==> config.mk <==
export PLATFORM = sky130hd
export DESIGN_NAME = fetch_unit
export DESIGN_NICKNAME = d
export VERILOG_FILES = /design/src/rtl/mips_pkg.sv /design/src/rtl/next_pc_gen.sv /design/src/rtl/fetch_unit.sv
export SDC_FILE = /design/constraint.sdc
export NUM_CORES = 1
export LEC_CHECK = 0
export ABC_AREA = 0
export CELL_PAD_IN_SITES_DETAIL_PLACEMENT = 0
export CELL_PAD_IN_SITES_GLOBAL_PLACEMENT = 1
export CORE_UTILIZATION = 38
export CTS_CLUSTER_DIAMETER = 30
export DETAILED_ROUTE_END_ITERATION = 10
export PLACE_DENSITY_LB_ADDON = 0.1
export SYNTH_ARGS = -nofsm -noshare
export SYNTH_HDL_FRONTEND = slang
export SYNTH_SLANG_ARGS = --single-unit
==> constraint.sdc <==
create_clock -name CLK -period 6.7 [get_ports CLK]
set_input_delay 1.34 -clock CLK [delete_from_list [all_inputs] [get_ports CLK]]
set_output_delay 1.34 -clock CLK [all_outputs]
set_load 0.01 [all_outputs]
==> src/rtl/mips_pkg.sv <==
// Shared MIPS definitions: opcodes (also used by ControlUnit), fetch FSM encoding, reset PC.
package mips_pkg;
  localparam logic [5:0] OP_RTYPE = 6'h00;
  localparam logic [5:0] OP_J     = 6'h02;
  localparam logic [5:0] OP_JAL   = 6'h03;
  localparam logic [5:0] OP_BEQ   = 6'h04;
  localparam logic [5:0] OP_BNE   = 6'h05;
  localparam logic [5:0] OP_ADDI  = 6'h08;
  localparam logic [5:0] OP_LW    = 6'h23;
  localparam logic [5:0] OP_SW    = 6'h2b;

  localparam logic [31:0] DEFAULT_RESET_PC = 32'h0;

  typedef enum logic [1:0] {
    F_IDLE  = 2'd0,
    F_REQ   = 2'd1,
    F_VALID = 2'd2
  } fetch_state_e;

  function automatic logic [5:0] opcode_of(input logic [31:0] instr);
    return instr[31:26];
  endfunction
endpackage

==> src/rtl/next_pc_gen.sv <==
// Next-PC selection: jump target, branch target or sequential PC+4 (jump has priority).
module next_pc_gen #(
  parameter int ADDR_WIDTH = 32
) (
  input  logic [ADDR_WIDTH-1:0] pc_plus4,
  input  logic [ADDR_WIDTH-1:0] sign_imm,
  input  logic [25:0]           jidx,
  input  logic                  pc_src,
  input  logic                  jmp,
  output logic [ADDR_WIDTH-1:0] next_pc
);
  logic [ADDR_WIDTH-1:0] br_target;
  logic [ADDR_WIDTH-1:0] j_target;

  // Both targets wrap naturally modulo 2^ADDR_WIDTH.
  assign br_target = pc_plus4 + (sign_imm << 2);
  assign j_target  = {pc_plus4[ADDR_WIDTH-1:28], jidx, 2'b00};

  always_comb begin
    next_pc = pc_plus4;
    if (jmp)         next_pc = j_target;
    else if (pc_src) next_pc = br_target;
  end
endmodule

==> src/rtl/fetch_unit.sv <==
// Instruction fetch stage: PC register, imem req/ack FSM with timeout retry, retire counter.
module fetch_unit
  import mips_pkg::*;
#(
  parameter int                    ADDR_WIDTH  = 32,
  parameter int                    INSTR_WIDTH = 32,
  parameter logic [ADDR_WIDTH-1:0] RESET_PC    = ADDR_WIDTH'(DEFAULT_RESET_PC),
  parameter int                    TIMEOUT     = 15,
  parameter int                    CNT_WIDTH   = 32
) (
  input  logic                   CLK,
  input  logic                   RST,
  output logic                   ImemReq,
  output logic [ADDR_WIDTH-1:0]  ImemAddr,
  input  logic                   ImemAck,
  input  logic [INSTR_WIDTH-1:0] ImemRdata,
  output logic [INSTR_WIDTH-1:0] Instruction,
  output logic                   InstrValid,
  output logic [ADDR_WIDTH-1:0]  PC,
  output logic [ADDR_WIDTH-1:0]  PCPlus4,
  input  logic                   Stall,
  input  logic                   PCSrc,
  input  logic                   Jmp,
  input  logic [ADDR_WIDTH-1:0]  SignImm,
  output logic                   FetchErr,
  output logic [CNT_WIDTH-1:0]   RetireCount
);
  localparam int TW = (TIMEOUT > 1) ? $clog2(TIMEOUT) : 1;

  fetch_state_e          state, state_n;
  logic [ADDR_WIDTH-1:0] pc;
  logic [ADDR_WIDTH-1:0] next_pc;
  logic [TW-1:0]         tcnt;
  logic                  consume;
  logic                  timeout;

  assign PC       = pc;
  assign ImemAddr = pc;
  assign PCPlus4  = pc + ADDR_WIDTH'(4);
  assign consume  = InstrValid & ~Stall;
  // An ack in the last allowed cycle takes priority over the timeout.
  assign timeout  = ImemReq & ~ImemAck & (tcnt == TW'(TIMEOUT - 1));

  next_pc_gen #(.ADDR_WIDTH(ADDR_WIDTH)) u_next_pc (
    .pc_plus4 (PCPlus4),
    .sign_imm (SignImm),
    .jidx     (Instruction[25:0]),
    .pc_src   (PCSrc),
    .jmp      (Jmp),
    .next_pc  (next_pc)
  );

  always_ff @(posedge CLK or negedge RST) begin
    if (!RST) state <= F_IDLE;
    else      state <= state_n;
  end

  always_comb begin
    state_n = state;
    case (state)
      F_IDLE:  state_n = F_REQ;
      F_REQ:   if (ImemAck) state_n = F_VALID;
               else if (timeout) state_n = F_IDLE;
      F_VALID: if (consume) state_n = F_REQ;
      default: state_n = F_IDLE;
    endcase
  end

  always_comb begin
    ImemReq    = (state == F_REQ);
    InstrValid = (state == F_VALID);
  end

  always_ff @(posedge CLK or negedge RST) begin
    if (!RST) begin
      pc          <= RESET_PC;
      Instruction <= '0;
      tcnt        <= '0;
      FetchErr    <= 1'b0;
      RetireCount <= '0;
    end else begin
      FetchErr <= timeout;
      if (ImemReq) begin
        if (ImemAck) begin
          Instruction <= ImemRdata;
          tcnt        <= '0;
        end else if (timeout) begin
          tcnt <= '0;
        end else begin
          tcnt <= tcnt + TW'(1);
        end
      end
      if (consume) begin
        pc          <= next_pc;
        RetireCount <= RetireCount + CNT_WIDTH'(1);
      end
    end
  end
endmodule

[After elaboration in Yosys (flattened, before gate mapping)]
Index checks and enable logic that the tools add are counted.
Operators by class
  bitwise operators: 5
  $add $sub $neg: 4
  equality and inequality tests: 5
  reduce and logical (&&, ||, !) cells: 3
  mux-type cells: 8
Operators with widths (number)
  $mux 32: 2
  $add 32x1->32 const B: 1
  $add 32x3->32 const B: 1
  $add 32x32->32: 1
  $mux 4: 2
  $mux 2: 3
  $pmux 2 s3: 1
  $add 4x1->4 const B: 1
  $eq 4x4->1 const B: 1
  $reduce_and 2->1: 2
  $and 1x1->1: 3
  $ne 3x1->1 const B: 1
  $eq 2x1->1 const B: 1
  $eq 2x2->1 const B: 1
  $logic_not 2->1: 1
  $ne 2x1->1 const B: 1
  $not 1->1: 2
Storage, ports and cells
  register bits after elaboration: 103
  input port bits: 70
  output and inout bits: 163

[Longest topological paths before layout]
  word-level depth: 6
  mapped depth: 16
  gate-level depth less buffers: 16

[Cells and area by module]
From an unflattened synthesis, not the netlist that was laid out.
Unflattened totals
  cells, all modules: 724
  area total of the unflattened synthesis: 7099.3 um^2
Modules (own cells, without submodules)
  fetch_unit: cells an instance 400, area each 4899.7 um^2, times used 1
  next_pc_gen: cells an instance 324, area each 2199.6 um^2, times used 1

[Worst setup path before layout]
OpenSTA, ideal clock, no wires.
  path type: register to register
  from: register pc[2] (netlist: ImemAddr[2])
  to: register pc[27] (netlist: ImemAddr[27])
  cell stages (with the launch flop): 16
  arrival time: 3.514 ns
  slack: 3.099 ns
  required time: 6.613 ns
  buffers on the path: 0
  path through: dfrtp_1 -> ha_1 -> nand3_1 -> or3_4 -> inv_1 -> nand2_1 -> xnor2_1 -> ha_1 -> a211oi_2 -> o21ai_1 -> a211oi_1 -> o22a_1 -> nand2_1 -> o21ai_0 -> mux2_2 -> o211ai_1
Between the ends
  word-level cells in the longest chain between the ends: 4
RTL lines
  start: declaration: line fetch_unit.sv:31  | logic [ADDR_WIDTH-1:0] pc;
  start signal: assignment: line fetch_unit.sv:94  | pc <= next_pc;
  $add 32x3->32: line fetch_unit.sv:39  | assign PCPlus4 = pc + ADDR_WIDTH'(4);
  named net PCPlus4[14]: line fetch_unit.sv:20  | output logic [ADDR_WIDTH-1:0] PCPlus4,
  $add 32x32->32: line next_pc_gen.sv:16  | assign br_target = pc_plus4 + (sign_imm << 2);
  $mux 32: line next_pc_gen.sv:22  | else if (pc_src) next_pc = br_target;
  $mux 32: line next_pc_gen.sv:21  | if (jmp) next_pc = j_target;
The timed path passes the listed nets, and every way through them passes these cells.
A chain may end at the register's enable or synchronous reset.

[Final worst setup path]
  from: register pc[2] (netlist: ImemAddr[2])
  to: output port PCPlus4[30]
Between the ends
  word-level cells in the longest chain between the ends: 1
RTL lines (line)
  $add 32x3->32: fetch_unit.sv:39
  end: declaration: fetch_unit.sv:20
No other way between the ends.

==> reports/metrics.cfg <==
[sta]
setup_viol=0
fin_skew_ns=0.0186
setup-tns-final_ns=0
slew_viol_final=0
hold_viol_final=0
rsz0062_at_grt=false
period_minus_slack_ns=4.73
post-route-period-util_pct=70.6
slew_headroom_pct=31.9
holdWs_ns=0.468
timing.fmax_ghz=0.211
tightest_slew_ns=1.02

[synthesis]
synth_seq_cells=101
synthArstFlopShare_pct=100
synthesis.area_sq_um=7170
ys_types=83
avgSynthCellArea_sq_um=9.18
synth-edff-count=0
synth.yosys.seq_area_share_pct=35.2
syn_inst=781
synth_warnings=0
synthFlopType=dfrtp_1

[power_and_ir_drop]
seqPwrFrac_pct=27.3
clkPwrFrac_pct=13.1
p_per_area_nw_per_um2=417
power_frac_comb_pct=59.6
internal_power_w=0.00232
switching_share_pct=42.5
leakagePower_nw=4.13
netSwitchingPower_w=0.00171
peakVddDrop_v=0.000249

[detailed_routing]
vias=6424
drc=0
dr_wl_met3_mm=1.23
avgViaCountPerCell=5.35
drtIter0Drc=281
wirelength_met1_mm=10.2
wl_met2_mm=10.6
drt_pass1_iterations=4
ant_nets=0
drt-total-wl_mm=22.4
wl_per_cell_microns=18.6
dr.max_layer_used=met4

[clock_tree]
h-tree-depth=3
cts.sinks=101
cts_root_buf=clkbuf_16
cts_max_path_buffers=2
cts_inserted_buffers=9
tritoncts=yes
post_cts_resized=0
clk_pin_slew_ns=0.07
cts_hold_buf=0
cts_setup_buffers=0
clkLatencyLatePin_ns=0.36

[global_routing]
grt_usage_pct=23.0
grt_max_degree=54
grt_pass1_vias=6252
grt_overflow=0
antenna_found_initial=0
grt_pass1_wl_mm=34.9

[floorplanning]
core_sq_um=18200
start_util_pct=39.4
die_w_microns=139
num_rows=49
dieArea_sq_um=19400
io_pins=233
die_y_microns=139

[worst_setup_path]
path_class=flop to output port
critPathCaptureType=output port
cp.required_ns=5.36
cp_data_arrival_time_ns=3.39
cp_max_fo=7
r2r_slack_ns=2.32
worst_setup_path_start_kind=flop

[min_path]
hp-class=flop to flop

[place]
portBuffers=224
hpwlAfterDp_mm=16.4
postPlaceCellArea_sq_um=9370
place_congestion=0.902
dpl.cell_count=1185

[run_status]
status=completed

[finish]
final_layout_size_suffix_gt1_share_pct=9.16
stdcell_count=1201
nets=1077
final_cell_area_sq_um=9660
syn2layout_area_growth_pct=34.7
antenna_cells=0

[job]
drv_cap=0

[cells in the final DEF (no fill, tap or decap), types with 3 or more instances in the layout]
master	count
a21o_1	12
inv_1	20
a211o_1	6
mux2i_1	3
and4_1	7
buf_4	5
and3_1	19
nand2_1	81
o21ai_0	44
o21bai_1	7
nor3_1	6
nand4_1	12
a211oi_1	7
clkbuf_16	9
clkdlybuf4s50_1	223
or3_1	3
mux2_2	33
nand2b_1	6
dfrtp_1	101
o21ai_1	6
o211ai_1	7
a22oi_1	3
xor2_1	23
ha_1	39
a21oi_1	47
inv_6	3
nor3b_1	3
nor4_1	3
xnor2_1	52
nor2_2	5
nor2_1	50
a31oi_1	6
o31ai_1	5
conb_1	6
nand3_1	40
a21boi_0	4
nand4_2	4
o22a_1	3
[state kept, by name (all words and copies together) (netlist names)]
signal	count
Instruction	32
RetireCount	32
ImemAddr	30
tcnt	4
state	2
FetchErr	1
[logic make-up after synthesis]
| group | share of synthesized area, % |
|---|---|
| AO/OA/AOI/OAI | 16.6 |
| XOR/XNOR | 9.84 |
| adder cells (fa/ha/maj) | 7.08 |
| buffers and inverters | 6.42 |
| flip-flops | 35.2 |
| multiplexers | 5.60 |
| other | 0.0523 |
| AND/OR/NAND/NOR | 19.2 |
[per-layer routing]
metal	up-vias	global-route usage [%]
met4	0	5.32
met2	187	38.6
met3	20	4.47
li1	3142	-
met5	-	0
met1	3075	30.6
[cells in the mapped netlist, drive strengths merged (3+ instances only)]
cell type	n	area (sq um)
ha	39	488
buf	46	327
nand2	83	314
nand2b	6	37.5
a22oi	3	22.5
a31oi	6	37.5
a21oi	48	244
nand3	42	228
a21o	12	90.1
o22a	3	26.3
inv	20	75.1
mux2	33	372
o21ai	50	250
a211oi	8	65.1
nor4	3	18.8
nor3b	4	41.3
xnor2	54	488
and2b	3	25.0
a21boi	4	30.0
nor3	6	30.0
o211ai	8	65.1
a211o	6	52.6
mux2i	3	30.0
and3	20	126
xor2	24	218
nor2	55	219
and4	8	72.6
o21bai	7	52.6
o31ai	6	50.1
nand4	17	146
or3	6	48.8
clkbuf	12	55.1
dfrtp	101	2530
[power by group through the flow]
stage                     Clock [W]  Combinational (W)  Sequential [W]
after floorplan                   0            0.00136         0.00112
after global placement            0            0.00239         0.00111
after detailed placement          0            0.00239         0.00111
after CTS                  0.000548            0.00241         0.00110
after global routing       0.000569            0.00260         0.00114
final                      0.000528            0.00240         0.00110
[cell type report]
| class | count | area (sq um) |
|---|---|---|
| Tap cell | 229 | 287 |
| Sequential cell | 101 | 2530 |
| Timing Repair Buffer | 228 | 2270 |
| Multi-Input combinational cell | 606 | 4210 |
| Clock buffer | 9 | 225 |
| Clock inverter | 7 | 67.6 |
| Fill cell | 1777 | 8550 |
| Inverter | 21 | 78.8 |
[per-stage QoR]
step	power, W	setup slack [ns]	utilization (%)
2_1_floorplan	0.00247	3.10	-
4_1_cts	0.00406	1.95	53.1
3_5_place_dp	0.00350	2.21	51.4
6_report	0.00403	1.97	53.1
3_3_place_gp	0.00350	2.18	51.4
5_1_grt	0.00431	1.74	53.1
[worst paths after layout]
check	from	endpoint	cells past startpoint
worst max-delay path	ImemAddr[2]	PCPlus4[30]	8
worst min-delay path	RetireCount[31]	RetireCount[31]	1
worst max register to register	ImemAddr[2]	ImemAddr[30]	15
worst min register to register	RetireCount[31]	RetireCount[31]	1
max in group asynchronous	RST	ImemAddr[25]	2
min in group asynchronous	RST	tcnt[3]	1
[critical path, stage by stage (launching register included)]
cell             delay, ns
dfrtp_1               0.50
ha_1                  0.28
nand3_1               0.23
or3_4                 0.44
nor2_2                0.35
nand4_2               0.28
nor2_2                0.19
xor2_2                0.19
clkdlybuf4s50_1       0.56
(Power assumes the default switching activity.)
